[src/rtl/qspi_read_scheduler_if.sv]
// Bundle of requester, engine and status signals for the QSPI read scheduler.
// The slave modport is the scheduler side. The master modport is the
// environment side: the requesters plus the read engine.
interface qspi_read_scheduler_if #(
    parameter int unsigned DIE_LOG2 = 25
);
    logic                  req0_valid;
    logic [31:0]           req0_start_addr;
    logic [31:0]           req0_end_addr;
    logic [1:0]            req0_mode;
    logic                  req0_ready;
    logic                  req0_done;
    logic                  req0_err;

    logic                  req1_valid;
    logic [31:0]           req1_start_addr;
    logic [31:0]           req1_end_addr;
    logic [1:0]            req1_mode;
    logic                  req1_ready;
    logic                  req1_done;
    logic                  req1_err;

    logic                  eng_start_flag;
    logic                  eng_switch_die_need;
    logic [1:0]            eng_mode;
    logic [31:0]           eng_start_addr;
    logic [31:0]           eng_end_addr;
    logic                  eng_read_finish;

    logic                  busy;
    logic [31-DIE_LOG2:0]  cur_die;

    modport slave (
        input  req0_valid, req0_start_addr, req0_end_addr, req0_mode,
        input  req1_valid, req1_start_addr, req1_end_addr, req1_mode,
        input  eng_read_finish,
        output req0_ready, req0_done, req0_err,
        output req1_ready, req1_done, req1_err,
        output eng_start_flag, eng_switch_die_need, eng_mode,
        output eng_start_addr, eng_end_addr,
        output busy, cur_die
    );

    modport master (
        output req0_valid, req0_start_addr, req0_end_addr, req0_mode,
        output req1_valid, req1_start_addr, req1_end_addr, req1_mode,
        output eng_read_finish,
        input  req0_ready, req0_done, req0_err,
        input  req1_ready, req1_done, req1_err,
        input  eng_start_flag, eng_switch_die_need, eng_mode,
        input  eng_start_addr, eng_end_addr,
        input  busy, cur_die
    );
endinterface

[src/rtl/qspi_read_scheduler.sv]
// QSPI read scheduler. It arbitrates between two requesters and splits each
// read into per-die chunks for the read engine. It also flags a die switch
// and aborts a chunk when the engine does not finish in time.
module qspi_read_scheduler #(
    parameter int unsigned DIE_LOG2    = 25,
    parameter logic [23:0] TIMEOUT_CYC = 24'd1000000
) (
    input  logic                 system_clk,
    input  logic                 system_reset_n,
    qspi_read_scheduler_if.slave bus
);
    localparam int unsigned DIE_W = 32 - DIE_LOG2;

    localparam logic [2:0] S_IDLE  = 3'd0;
    localparam logic [2:0] S_CHECK = 3'd1;
    localparam logic [2:0] S_ISSUE = 3'd2;
    localparam logic [2:0] S_WAIT  = 3'd3;
    localparam logic [2:0] S_GAP   = 3'd4;
    localparam logic [2:0] S_DONE  = 3'd5;

    logic [2:0]       r_state;
    logic [31:0]      r_cur_addr;
    logic [31:0]      r_end_addr;
    logic [31:0]      r_chunk_end;
    logic [1:0]       r_mode;
    logic             r_grant;
    logic             r_last;
    logic             r_err;
    logic             r_die_sw;
    logic             r_die_valid;
    logic [DIE_W-1:0] r_cur_die;
    logic [23:0]      r_timer;

    logic             r_ready0, r_ready1;
    logic             r_done0, r_done1;
    logic             r_err0, r_err1;
    logic             r_eng_start;
    logic             r_eng_sw;
    logic [1:0]       r_eng_mode;
    logic [31:0]      r_eng_start_addr;
    logic [31:0]      r_eng_end_addr;

    logic             w_grant;
    logic [31:0]      w_die_top;
    logic [31:0]      w_chunk_end;
    logic             w_illegal;
    logic             w_die_sw;
    logic             w_timeout;

    // Round-robin pick: on contention the requester not served last wins.
    assign w_grant     = (bus.req0_valid && bus.req1_valid) ? ~r_last : bus.req1_valid;
    // The last byte of the die that holds cur_addr bounds the chunk.
    assign w_die_top   = {r_cur_addr[31:DIE_LOG2], {DIE_LOG2{1'b1}}};
    assign w_chunk_end = (r_end_addr < w_die_top) ? r_end_addr : w_die_top;
    assign w_illegal   = (r_end_addr < r_cur_addr) || (r_mode == 2'b11);
    assign w_die_sw    = (r_cur_addr[31:DIE_LOG2] != r_cur_die) || !r_die_valid;
    assign w_timeout   = (r_timer == TIMEOUT_CYC - 24'd1);

    assign bus.req0_ready          = r_ready0;
    assign bus.req1_ready          = r_ready1;
    assign bus.req0_done           = r_done0;
    assign bus.req1_done           = r_done1;
    assign bus.req0_err            = r_err0;
    assign bus.req1_err            = r_err1;
    assign bus.eng_start_flag      = r_eng_start;
    assign bus.eng_switch_die_need = r_eng_sw;
    assign bus.eng_mode            = r_eng_mode;
    assign bus.eng_start_addr      = r_eng_start_addr;
    assign bus.eng_end_addr        = r_eng_end_addr;
    assign bus.busy                = (r_state != S_IDLE);
    assign bus.cur_die             = r_cur_die;

    // Scheduler FSM: accept, validate, issue per-die chunks, wait and report.
    always_ff @(posedge system_clk or negedge system_reset_n) begin
        if (!system_reset_n) begin
            r_state          <= S_IDLE;
            r_cur_addr       <= '0;
            r_end_addr       <= '0;
            r_chunk_end      <= '0;
            r_mode           <= '0;
            r_grant          <= 1'b0;
            r_last           <= 1'b1;
            r_err            <= 1'b0;
            r_die_sw         <= 1'b0;
            r_die_valid      <= 1'b1;
            r_cur_die        <= '0;
            r_timer          <= '0;
            r_ready0         <= 1'b0;
            r_ready1         <= 1'b0;
            r_done0          <= 1'b0;
            r_done1          <= 1'b0;
            r_err0           <= 1'b0;
            r_err1           <= 1'b0;
            r_eng_start      <= 1'b0;
            r_eng_sw         <= 1'b0;
            r_eng_mode       <= '0;
            r_eng_start_addr <= '0;
            r_eng_end_addr   <= '0;
        end else begin
            r_ready0 <= 1'b0;
            r_ready1 <= 1'b0;
            r_done0  <= 1'b0;
            r_done1  <= 1'b0;
            r_err0   <= 1'b0;
            r_err1   <= 1'b0;
            case (r_state)
                S_IDLE: begin
                    if (bus.req0_valid || bus.req1_valid) begin
                        r_grant    <= w_grant;
                        r_ready0   <= ~w_grant;
                        r_ready1   <= w_grant;
                        r_cur_addr <= w_grant ? bus.req1_start_addr : bus.req0_start_addr;
                        r_end_addr <= w_grant ? bus.req1_end_addr : bus.req0_end_addr;
                        r_mode     <= w_grant ? bus.req1_mode : bus.req0_mode;
                        r_err      <= 1'b0;
                        r_state    <= S_CHECK;
                    end
                end
                S_CHECK: begin
                    if (w_illegal) begin
                        r_err   <= 1'b1;
                        r_state <= S_DONE;
                    end else begin
                        r_chunk_end <= w_chunk_end;
                        r_die_sw    <= w_die_sw;
                        r_state     <= S_ISSUE;
                    end
                end
                S_ISSUE: begin
                    r_eng_start_addr <= r_cur_addr;
                    r_eng_end_addr   <= r_chunk_end;
                    r_eng_mode       <= r_mode;
                    r_eng_sw         <= r_die_sw;
                    r_eng_start      <= 1'b1;
                    r_cur_die        <= r_cur_addr[31:DIE_LOG2];
                    r_die_valid      <= 1'b1;
                    r_timer          <= '0;
                    r_state          <= S_WAIT;
                end
                S_WAIT: begin
                    if (bus.eng_read_finish) begin
                        r_eng_start <= 1'b0;
                        r_state     <= S_GAP;
                    end else if (w_timeout) begin
                        // Die state is unknown after an abort; force a reselect next time.
                        r_eng_start <= 1'b0;
                        r_die_valid <= 1'b0;
                        r_err       <= 1'b1;
                        r_state     <= S_DONE;
                    end else begin
                        r_timer <= r_timer + 24'd1;
                    end
                end
                S_GAP: begin
                    if (!bus.eng_read_finish) begin
                        if (r_chunk_end == r_end_addr) begin
                            r_state <= S_DONE;
                        end else begin
                            // Advance only when more bytes remain, so an end of all ones cannot wrap.
                            r_cur_addr <= r_chunk_end + 32'd1;
                            r_state    <= S_CHECK;
                        end
                    end
                end
                S_DONE: begin
                    r_done0 <= ~r_grant;
                    r_done1 <= r_grant;
                    r_err0  <= ~r_grant & r_err;
                    r_err1  <= r_grant & r_err;
                    r_last  <= r_grant;
                    r_state <= S_IDLE;
                end
                default: r_state <= S_IDLE;
            endcase
        end
    end
endmodule

[src/flat_wrapper.sv]
// flat-port wrapper written by rule: the top's interface ports become plain ports
module qspi_read_scheduler_flat 
#(
    parameter int unsigned DIE_LOG2    = 25,
    parameter logic [23:0] TIMEOUT_CYC = 24'd1000000
)
  (system_clk, system_reset_n, bus_req0_valid, bus_req0_start_addr, bus_req0_end_addr, bus_req0_mode, bus_req1_valid, bus_req1_start_addr, bus_req1_end_addr, bus_req1_mode, bus_eng_read_finish, bus_req0_ready, bus_req0_done, bus_req0_err, bus_req1_ready, bus_req1_done, bus_req1_err, bus_eng_start_flag, bus_eng_switch_die_need, bus_eng_mode, bus_eng_start_addr, bus_eng_end_addr, bus_busy, bus_cur_die);
  qspi_read_scheduler_if #(.DIE_LOG2(DIE_LOG2)) bus_i ();
  input  logic system_clk;
  input  logic system_reset_n;
  input wire logic [$bits(bus_i.req0_valid)-1:0] bus_req0_valid;
  input wire logic [$bits(bus_i.req0_start_addr)-1:0] bus_req0_start_addr;
  input wire logic [$bits(bus_i.req0_end_addr)-1:0] bus_req0_end_addr;
  input wire logic [$bits(bus_i.req0_mode)-1:0] bus_req0_mode;
  input wire logic [$bits(bus_i.req1_valid)-1:0] bus_req1_valid;
  input wire logic [$bits(bus_i.req1_start_addr)-1:0] bus_req1_start_addr;
  input wire logic [$bits(bus_i.req1_end_addr)-1:0] bus_req1_end_addr;
  input wire logic [$bits(bus_i.req1_mode)-1:0] bus_req1_mode;
  input wire logic [$bits(bus_i.eng_read_finish)-1:0] bus_eng_read_finish;
  output wire logic [$bits(bus_i.req0_ready)-1:0] bus_req0_ready;
  output wire logic [$bits(bus_i.req0_done)-1:0] bus_req0_done;
  output wire logic [$bits(bus_i.req0_err)-1:0] bus_req0_err;
  output wire logic [$bits(bus_i.req1_ready)-1:0] bus_req1_ready;
  output wire logic [$bits(bus_i.req1_done)-1:0] bus_req1_done;
  output wire logic [$bits(bus_i.req1_err)-1:0] bus_req1_err;
  output wire logic [$bits(bus_i.eng_start_flag)-1:0] bus_eng_start_flag;
  output wire logic [$bits(bus_i.eng_switch_die_need)-1:0] bus_eng_switch_die_need;
  output wire logic [$bits(bus_i.eng_mode)-1:0] bus_eng_mode;
  output wire logic [$bits(bus_i.eng_start_addr)-1:0] bus_eng_start_addr;
  output wire logic [$bits(bus_i.eng_end_addr)-1:0] bus_eng_end_addr;
  output wire logic [$bits(bus_i.busy)-1:0] bus_busy;
  output wire logic [$bits(bus_i.cur_die)-1:0] bus_cur_die;
  assign bus_i.req0_valid = bus_req0_valid;
  assign bus_i.req0_start_addr = bus_req0_start_addr;
  assign bus_i.req0_end_addr = bus_req0_end_addr;
  assign bus_i.req0_mode = bus_req0_mode;
  assign bus_i.req1_valid = bus_req1_valid;
  assign bus_i.req1_start_addr = bus_req1_start_addr;
  assign bus_i.req1_end_addr = bus_req1_end_addr;
  assign bus_i.req1_mode = bus_req1_mode;
  assign bus_i.eng_read_finish = bus_eng_read_finish;
  assign bus_req0_ready = bus_i.req0_ready;
  assign bus_req0_done = bus_i.req0_done;
  assign bus_req0_err = bus_i.req0_err;
  assign bus_req1_ready = bus_i.req1_ready;
  assign bus_req1_done = bus_i.req1_done;
  assign bus_req1_err = bus_i.req1_err;
  assign bus_eng_start_flag = bus_i.eng_start_flag;
  assign bus_eng_switch_die_need = bus_i.eng_switch_die_need;
  assign bus_eng_mode = bus_i.eng_mode;
  assign bus_eng_start_addr = bus_i.eng_start_addr;
  assign bus_eng_end_addr = bus_i.eng_end_addr;
  assign bus_busy = bus_i.busy;
  assign bus_cur_die = bus_i.cur_die;
  qspi_read_scheduler #(.DIE_LOG2(DIE_LOG2), .TIMEOUT_CYC(TIMEOUT_CYC)) u_core (.system_clk(system_clk), .system_reset_n(system_reset_n), .bus(bus_i));
endmodule
[config.mk]
export PLATFORM = sky130hd
export DESIGN_NAME = qspi_read_scheduler_flat
export DESIGN_NICKNAME = d
export VERILOG_FILES = /design/src/rtl/qspi_read_scheduler_if.sv /design/src/rtl/qspi_read_scheduler.sv /design/src/flat_wrapper.sv
export SDC_FILE = /design/constraint.sdc
export NUM_CORES = 1
export LEC_CHECK = 0
export BUFFER_PORTS_ARGS = -buffer_cell sky130_fd_sc_hd__buf_2
export CORE_MARGIN = 2
export CORE_UTILIZATION = 60
export CTS_BUF_LIST = sky130_fd_sc_hd__clkbuf_16
export DETAILED_ROUTE_END_ITERATION = 12
export GPL_ROUTABILITY_DRIVEN = 1
export PLACE_DENSITY = 0.84
export SLEW_MARGIN = 15
export SYNTH_ARGS = -nofsm -noshare
export SYNTH_HDL_FRONTEND = slang
export SYNTH_SLANG_ARGS = --single-unit
[constraint.sdc]
create_clock -name system_clk -period 5.9 [get_ports system_clk]
set_input_delay 0.885 -clock system_clk [delete_from_list [all_inputs] [get_ports system_clk]]
set_output_delay 0.885 -clock system_clk [all_outputs]
set_load 0.02 [all_outputs]
## Yosys cells after proc, flatten, opt, wreduce, memory -nomap -nowiden

Cells that the tools add are included.
Widths: inputs -> output; s select.

- Bits in registers: 211
- Bits in latches: 0
- Memory bits (writable): 0
- Memory bits (read-only): 0
- Input bits: 137
- Output and inout port bits: 82
- Logic and storage cells: 105
- Memories kept: 0

- $add $sub $neg: 2
- $mul: 0
- Div/mod/pow operators: 0
- Order comparisons: 2
- Equality and inequality tests: 17
- Shift operators: 0
- Mux-type cells: 37
- Bitwise operators: 6
- Reductions and logical operators: 18

Operator list:

| kind | number |
|---|---|
| $mux 32 | 6 |
| $lt 32x32->1 | 2 |
| $pmux 32 s2 | 1 |
| $mux 24 | 2 |
| $pmux 24 s2 | 1 |
| $add 32x1->32 const B | 1 |
| $eq 32x32->1 | 1 |
| $add 24x1->24 const B | 1 |
| $eq 24x20->1 const B | 1 |
| $mux 3 | 6 |
| $mux 1 | 16 |
| $pmux 3 s5 | 1 |
| $reduce_and 3->1 | 3 |
| $ne 2x2->1 const B | 4 |
| $ne 7x7->1 | 1 |
| $eq 3x2->1 const B | 2 |
| $eq 3x3->1 const B | 2 |
| $ne 2x1->1 const B | 3 |
| $reduce_and 2->1 | 3 |
| $reduce_bool 3->1 | 2 |
| $reduce_and 5->1 | 1 |
| $not 1->1 | 4 |
| $pmux 1 s2 | 2 |
| $reduce_and 4->1 | 1 |
| other kinds (11) | 15 |

## Longest topological paths before layout

Gate-level depths: netlist of the first run.

- Word-level depth: 5
- Depth in mapped cells: 10
- Depth with buffers taken out: 8

## Worst setup path before layout of the first run

No wires, ideal clock.

- Kind: register to register
- Start: register u_core.r_end_addr[27]
- End: register u_core.r_chunk_end[10]
- Library setup time: 0.128 ns
- Data arrival time: 2.263 ns
- Required time: 5.772 ns
- Path slack: 3.510 ns
- Stages on the path, launching flop included: 9
- Buffers on the path: 1
- Cells stage by stage: dfrtp_1 ha_1 a21oi_1 a21oi_1 nor3_1 a21oi_1 a31oi_4 buf_6 mux2_1

- Word-level cells in the longest chain between the ends: 4

Ends and longest elaborated chain:

| what | RTL line | RTL |
|---|---|---|
| start, declared | qspi_read_scheduler.sv:23 | `logic [31:0] r_end_addr;` |
| start signal, assigned | qspi_read_scheduler.sv:113 | `r_end_addr <= w_grant ? bus.req1_end_addr : bus.req0_end_addr;` |
| $lt 32x32->1 | qspi_read_scheduler.sv:55 | `assign w_illegal = (r_end_addr < r_cur_addr) \|\| (r_mode == 2'b11);` |
| $logic_or 1x1->1 | qspi_read_scheduler.sv:55 |  |
| $not 1->1 (no line) | n/a |  |
| $reduce_and 2->1 (no line) | n/a |  |
| end signal, assigned | qspi_read_scheduler.sv:124 | `r_chunk_end <= w_chunk_end;` |
| end, declared | qspi_read_scheduler.sv:24 | `logic [31:0] r_chunk_end;` |

Several ways; a longest one is shown, not always the timed one.
A chain may end at the register's enable or synchronous reset.

## Worst setup path in the final report of the first run

- Start: register u_core.r_cur_addr[29]
- End: register u_core.r_chunk_end[29]

- Word-level cells in the longest chain between the ends: 4

Ends and longest elaborated chain:

| what | RTL line | RTL |
|---|---|---|
| start, declared | qspi_read_scheduler.sv:22 | `logic [31:0] r_cur_addr;` |
| start signal, assigned | qspi_read_scheduler.sv:112 | `r_cur_addr <= w_grant ? bus.req1_start_addr : bus.req0_start_addr;` |
| start signal, assigned | qspi_read_scheduler.sv:160 | `r_cur_addr <= r_chunk_end + 32'd1;` |
| $lt 32x32->1 | qspi_read_scheduler.sv:55 |  |
| $logic_or 1x1->1 | qspi_read_scheduler.sv:55 |  |
| $not 1->1 (no line) | n/a |  |
| $reduce_and 2->1 (no line) | n/a |  |

Several ways; a longest one is shown, not always the timed one.

==> key figures, run 1 <==
Power and ir drop
  – Peak VDD IR: 0.414 mV
  – Power Density: 574 mW/mm^2
  – Sw Share: 44.9%
  – P_sw: 3.32 mW
  – Clock share of power: 18.4%
  – Internal power: 4.06 mW
  – Comb power frac: 44.3%
  – Sequential share of power: 37.4%
  – Lkg Pwr: 6.41 nW

Yosys
  – Synthesized area: 0.0110 sq mm
  – Seq/Total Area, Yosys: 46.5%
  – Yosys top cell by area: dfrtp_1
  – Most frequent cell after synthesis: dfrtp_1
  – #FFs+latches synth: 204
  – Synth async-reset ratio: 100%
  – Cell count after synthesis: 1160
  – Commonest cells post-synth: dfrtp_1, nand2_1, o21ai_0
  – EDFF count, synth: 0
  – Syn_area_per_cell: 9.47 sq um
  – Synthesis Warnings: 0
  – Post-synth top flop: dfrtp_1
  – Largest cells by area after synthesis: dfrtp_1, mux2i_1, nand2_1, o21ai_0, ha_1
  – Synth cell types: 58
  – Synth top area share: 46.0%
  – Syn Nets: 1330

STA
  – Setup Viol. Count Final: 0
  – Final TNS setup: 0 ns
  – FMAX: 275 MHz
  – Fin Hold WS: 0.394 ns
  – Max_slew headroom: 21.4%
  – Tmin final: 3.63 ns
  – RSZ-0062 raised after global routing: false
  – Final Cycle Share: 61.5%
  – Slew @ Worst Pin: 1.18 ns
  – Final Hold Viols: 0
  – Final Skew: 0.00917 ns
  – Slew Viols, Final: 0

Floorplanning
  – # rows: 49
  – Die area: 0.0194 sq mm
  – Core area: 0.0180 sq mm
  – Chip height: 139 microns
  – DIE WIDTH: 139 microns
  – Io pins: 219
  – Starting density of the core: 61.1%

Layout
  – Final net count: 1511
  – Diode count: 0
  – # fillers: 1336
  – Share of cells above drive strength 1: 21.7%
  – P&R area growth vs syn: 17.0%

Setup path
  – Crit end category: flip-flop
  – CP Class: reg -> reg
  – Startpoint Class: flip-flop
  – Buffers plus inverters on the worst setup path: 1
  – Worst-path fanout max: 29
  – Top Family by Delay on Critical Path: simple AND/OR/NAND/NOR gates
  – CP max-delay cell: nand2_1
  – CP Data Required Time: 6.29 ns
  – Worst EP arrival: 4.02 ns
  – Worst path max stage delay: 0.94 ns
  – Cell Chain, Critical Path: inv_1 -> ha_1 -> a211oi_1 -> nor2_1 -> nor3_1 -> nand2_1 -> mux2_2 -> mux2_1

CTS
  – Clock-pin slew on the worst setup and hold paths: 0.06 ns
  – Post-CTS Resized: 0
  – Clock latency on the worst-skew pair: 0.51 ns
  – Clk sinks: 204
  – Setup bufs post-CTS: 0
  – TritonCTS buffer count: 22
  – Root Buffer: clkbuf_16
  – CTS max path bufs: 3
  – Hold_buf cts: 0
  – CTS tree: yes
  – Number of H-tree levels: 1

GRT
  – First-pass GRT wire length: 49400 microns
  – Pin count of the biggest net entering global routing: 120
  – Vias in the first global route: 9084
  – Overflow left after global routing: 0
  – Total GRT Usage: 31.8%
  – Initial antenna violation count: 1

Detailed routing
  – Final WL: 31000 microns
  – DR vias: 9486
  – Routed Antenna Nets: 0
  – WL/cell: 19.6 microns
  – Drt via density: 5.98
  – DR pass1 iterations: 6
  – DRC Markers: 0
  – 1st-iter DRT viols: 731

Job
  – Max-Cap Viols: 0

Outcome
  – Outcome: complete, no violations

Placed design
  – Final GP Congestion: 1.04
  – # port buffers: 218
  – DP HPWL: 21600 microns

Hold path
  – Path type of the worst min-delay path: in -> async
==> cell usage in the layout (no fill, tap or decap), types with 10 or more instances in the layout <==
cell type	synthesis	layout
xnor2_1	46	46
nor4_1	19	19
nand4_1	25	25
inv_1	64	66
clkbuf_16	0	23
a22oi_1	34	34
a21oi_1	44	44
xor2_1	40	40
nand3_1	30	30
a211oi_1	10	10
o21ai_0	98	98
mux2_2	16	16
nor2_1	90	89
dfrtp_1	202	202
mux2i_1	78	78
buf_4	8	10
buf_2	6	217
nor3_1	15	15
ha_1	33	33
nand2_1	160	160
==> stage by stage <==
step / setup WS (ns) / power (mW) / utilization [%] / cells / area [sq um]
final: 2.27 / 7.38 / 71.5 / 1585 / 12800
after global routing: 2.14 / 7.81 / 71.5 / 1585 / 12800
after CTS: 2.34 / 7.33 / 71.5 / 1585 / 12800
after detailed placement: 2.36 / 5.91 / 67.6 / 1546 / 12100
after global placement: 2.48 / 5.77 / 67.6 / 1546 / 12100
after floorplan: 3.51 / 4.83 / - / 1160 / 11000
==> cell type report <==
| class | instances | area, sq um | share of cell area (%) |
|---|---|---|---|
| sequential | 204 | 5110 | 39.8 |
| clock inverter | 16 | 124 | 0.964 |
| multi-input combinational | 821 | 5340 | 41.6 |
| inverter | 64 | 240 | 1.87 |
| tap | 229 | 287 | 2.23 |
| clock buffer | 23 | 576 | 4.48 |
| timing repair buffer | 228 | 1170 | 9.15 |
==> cells by family after synthesis <==
| group | synth area share, % |
|---|---|
| buf+inv | 5.18 |
| fa+ha+maj | 3.76 |
| mux | 9.47 |
| flops | 46.5 |
| xor+xnor | 6.86 |
| simple gates | 16.4 |
| compound gates | 11.8 |
==> state kept, by name (all words and copies together) (netlist names), 2 cells and up <==
signal	cells
u_core.bus.eng_mode	2
u_core.r_timer	24
u_core.r_state	3
u_core.r_end_addr	32
u_core.r_mode	2
u_core.bus.eng_start_addr	32
u_core.bus.eng_end_addr	32
u_core.r_cur_addr	32
u_core.r_chunk_end	32
==> final timing paths <==
check,from,to,slack (ns),cells past startpoint
setup / recovery,u_core.r_cur_addr[29],u_core.r_chunk_end[29],2.27,8
hold / removal,system_reset_n,u_core.r_timer[4],0.39,1
setup reg to reg,u_core.r_cur_addr[29],u_core.r_chunk_end[29],2.27,8
hold reg to reg,u_core.bus.eng_end_addr[24],u_core.bus.eng_end_addr[24],0.47,2
max in group asynchronous,system_reset_n,u_core.r_chunk_end[12],4.16,2
min in group system_clk,u_core.bus.eng_end_addr[24],u_core.bus.eng_end_addr[24],0.47,2
==> power by group through the flow <==
stage                     clock network (mW)  registers, mW  logic [mW]
after CTS                               1.37           2.72        3.25
after global routing                    1.42           2.81        3.57
after detailed placement                   0           2.72        3.19
after floorplan                            0           2.73        2.10
final                                   1.36           2.76        3.27
after global placement                     0           2.70        3.07
==> layer usage <==
metal / up-vias / track usage, % / wire [microns]
li1: 4366 / - / -
met1: 4584 / 45.8 / 13100
met2: 463 / 49.4 / 14300
met3: 73 / 5.13 / 2570
met4: 0 / 11.2 / 1050
met5: - / 0 / 0
No activity file was read; power rests on OpenSTA's default activity.
==> inputs of run 2 (changes only) <==
--- a/config.mk
+++ b/config.mk
@@ -7,11 +7,11 @@
 export LEC_CHECK = 0
 export BUFFER_PORTS_ARGS = -buffer_cell sky130_fd_sc_hd__buf_2
 export CORE_MARGIN = 2
-export CORE_UTILIZATION = 60
+export CORE_UTILIZATION = 56
 export CTS_BUF_LIST = sky130_fd_sc_hd__clkbuf_16
 export DETAILED_ROUTE_END_ITERATION = 12
 export GPL_ROUTABILITY_DRIVEN = 1
-export PLACE_DENSITY = 0.84
+export PLACE_DENSITY = 0.79
 export SLEW_MARGIN = 15
 export SYNTH_ARGS = -nofsm -noshare
 export SYNTH_HDL_FRONTEND = slang
==> constraint.sdc (replaced) <==
create_clock -name system_clk -period 3.58 [get_ports system_clk]
set_input_delay 0.537 -clock system_clk [delete_from_list [all_inputs] [get_ports system_clk]]
set_output_delay 0.537 -clock system_clk [all_outputs]
set_load 0.02 [all_outputs]
==> key figures, run 2 (synthesis results as in run 1) <==
STA
  – FMAX: 329 MHz (+19%)
  – Final TNS setup: 0 ns (unchanged)
  – Slew @ Worst Pin: 0.914 ns (-0.262 ns)
  – RSZ-0062 raised after global routing: false
  – Slew Viols, Final: 0 (unchanged)
  – Tmin final: 3.04 ns (-0.591 ns)
  – Max_slew headroom: 39.1% (+18 points)
  – Final Cycle Share: 84.9% (+23 points)
  – Final Hold Viols: 0 (unchanged)
  – Setup Viol. Count Final: 0 (unchanged)
  – Final Skew: 0.0137 ns (+0.00450 ns)

GRT
  – Initial antenna violation count: 0 (-1)
  – Vias in the first global route: 8489 (-6.5%)
  – Overflow left after global routing: 0 (unchanged)
  – Total GRT Usage: 28.6% (-3.2 points)
  – Pin count of the biggest net entering global routing: 93 (-23%)
  – First-pass GRT wire length: 46000 microns (-6.7%)

Layout
  – Commonest non-fill, non-tap cell in the layout: buf_2
  – P&R area growth vs syn: 18.4%
  – Share of cells above drive strength 1: 21.9% (+0.26 points)
  – Final net count: 1519 (+0.53%)
  – Multi-input combinational cell area: 0.00534 sq mm (about the same)
  – Most frequent cells in the layout: buf_2, dfrtp_1, nand2_1
  – Diode count: 0 (unchanged)
  – Storage element area: 0.00511 sq mm (unchanged)
  – # fillers: 1582 (+18%)

Job
  – Max-Cap Viols: 0 (unchanged)

Floorplanning
  – Chip height: 144 microns (+3.4%)
  – DIE WIDTH: 144 microns (+3.4%)
  – Core area: 0.0193 sq mm (+7.6%)
  – Starting density of the core: 56.8% (-4.3 points)
  – Io pins: 219 (unchanged)
  – # rows: 51 (+4.1%)
  – Die area: 0.0207 sq mm (+6.9%)

CTS
  – Clock-pin slew on the worst setup and hold paths: 0.06 ns (about the same)
  – Clock latency on the worst-skew pair: 0.50 ns (about the same)
  – Root Buffer: clkbuf_16
  – TritonCTS buffer count: 22 (unchanged)
  – Setup bufs post-CTS: 0 (unchanged)
  – CTS max path bufs: 3 (unchanged)
  – Post-CTS Resized: 0 (unchanged)
  – Hold_buf cts: 0 (unchanged)
  – Number of H-tree levels: 1 (unchanged)
  – CTS tree: yes
  – Clk sinks: 204 (unchanged)

Power and ir drop
  – Lkg Pwr: 6.50 nW (+1.3%)
  – Clock share of power: 18.7% (+0.3 points)
  – Power Density: 931 mW/mm^2 (+62%)
  – P_sw: 5.32 mW (+61%)
  – Sw Share: 44.0% (-0.96 points)
  – Internal power: 6.78 mW (+67%)
  – Total Power: 12.1 mW (+64%)
  – Sequential share of power: 37.2% (-0.2 points)
  – Peak VDD IR: 0.557 mV (+35%)
  – Comb power frac: 44.1% (-0.2 points)

Detailed routing
  – DR vias: 9205 (-3.0%)
  – DR pass1 iterations: 6 (unchanged)
  – WL/cell: 18.4 microns (-6.0%)
  – Routed Antenna Nets: 0 (unchanged)
  – DRC Markers: 0 (unchanged)
  – Drt via density: 5.65 (-5.5%)
  – 1st-iter DRT viols: 749 (+2.5%)
  – Final WL: 29900 microns (-3.4%)

Setup path
  – CP Class: reg -> reg
  – Worst path max stage delay: 0.53 ns (-0.41 ns)
  – Buffers plus inverters on the worst setup path: 1 (unchanged)
  – Crit end category: flip-flop
  – Worst EP arrival: 3.47 ns (-0.55 ns)
  – Top Family by Delay on Critical Path: compound AO/OA/AOI/OAI gates
  – Worst-path fanout max: 20 (-31%)
  – CP max-delay cell: o311ai_0
  – Startpoint Class: flip-flop
  – Cell Chain, Critical Path: ha_1 -> nand4_1 -> o21ai_0 -> o311ai_0 -> a21oi_1 -> a31oi_4 -> buf_4 -> mux2i_1
  – CP Data Required Time: 4.01 ns (-2.28 ns)

Placed design
  – DP HPWL: 22000 microns (+1.8%)
  – # port buffers: 218 (unchanged)
  – Final GP Congestion: 0.981 (-5.4%)

Outcome
  – Outcome: complete, no violations

Hold path
  – Path type of the worst min-delay path: in -> async
[run 2: changes by cell type in the layout (fill, tap and decap cells not counted), moves of 2 or more]
cell and change:
clkinv_1 -5, buf_12 +3, buf_4 +5, inv_1 +7, clkinv_2 -2
[run 2: per-stage QoR]
| step | std cells | setup WS [ns] | instance area [sq um] | hold slack, ns | utilization [%] |
|---|---|---|---|---|---|
| 6_report | 1628 | 0.541 | 13000 | 0.103 | 67.2 |
| 2_1_floorplan | 1160 | 1.19 | 11000 | 0.241 | - |
| 5_1_grt | 1628 | 0.345 | 13000 | 0.150 | 67.2 |
| 4_1_cts | 1628 | 0.562 | 13000 | 0.135 | 67.2 |
| 3_5_place_dp | 1590 | 0.582 | 12300 | 0.458 | 63.6 |
| 3_3_place_gp | 1590 | 0.710 | 12300 | 0.453 | 63.6 |
[run 2: layout make-up]
cell class / count / area share [%]
clock buffer: 23 / 4.43
clock inverter: 15 / 1.04
inverter: 64 / 1.85
multi-input combinational: 821 / 41.1
sequential: 204 / 39.3
tap: 265 / 2.55
timing repair buffer: 236 / 9.79
[run 2: layer usage]
| layer | vias to the layer above | part of all wire (%) | wire length [microns] | track usage [%] |
|---|---|---|---|---|
| li1 | 4371 | - | - | - |
| met1 | 4450 | 45 | 13600 | 43.6 |
| met2 | 353 | 46 | 13800 | 43.7 |
| met3 | 31 | 6.8 | 2040 | 4.21 |
| met4 | 0 | 1.6 | 480 | 5.93 |
| met5 | - | 0 | 0 | 0 |
[run 2: path summary, 6_finish.rpt]
| check | start | endpoint | slack (ns) | cells past startpoint |
|---|---|---|---|---|
| worst max register to register | u_core.r_end_addr[22] | u_core.r_chunk_end[2] | 0.54 | 8 |
| min in group system_clk | bus_req0_end_addr[0] | u_core.r_end_addr[0] | 0.32 | 3 |
| worst max-delay path | u_core.r_end_addr[22] | u_core.r_chunk_end[2] | 0.54 | 8 |
| worst min-delay path | system_reset_n | u_core.r_timer[4] | 0.10 | 1 |
| worst min register to register | u_core.bus.eng_end_addr[31] | u_core.bus.eng_end_addr[31] | 0.47 | 2 |
| max in group asynchronous | system_reset_n | u_core.r_die_valid | 2.60 | 2 |
[run 2: power by group through the flow]
stage | Combinational (mW) | Clock (mW) | Sequential (mW)
after floorplan | 3.46 | 0 | 4.50
after global placement | 5.17 | 0 | 4.43
after detailed placement | 5.30 | 0 | 4.47
after CTS | 5.34 | 2.29 | 4.45
after global routing | 5.91 | 2.37 | 4.61
final | 5.34 | 2.26 | 4.50
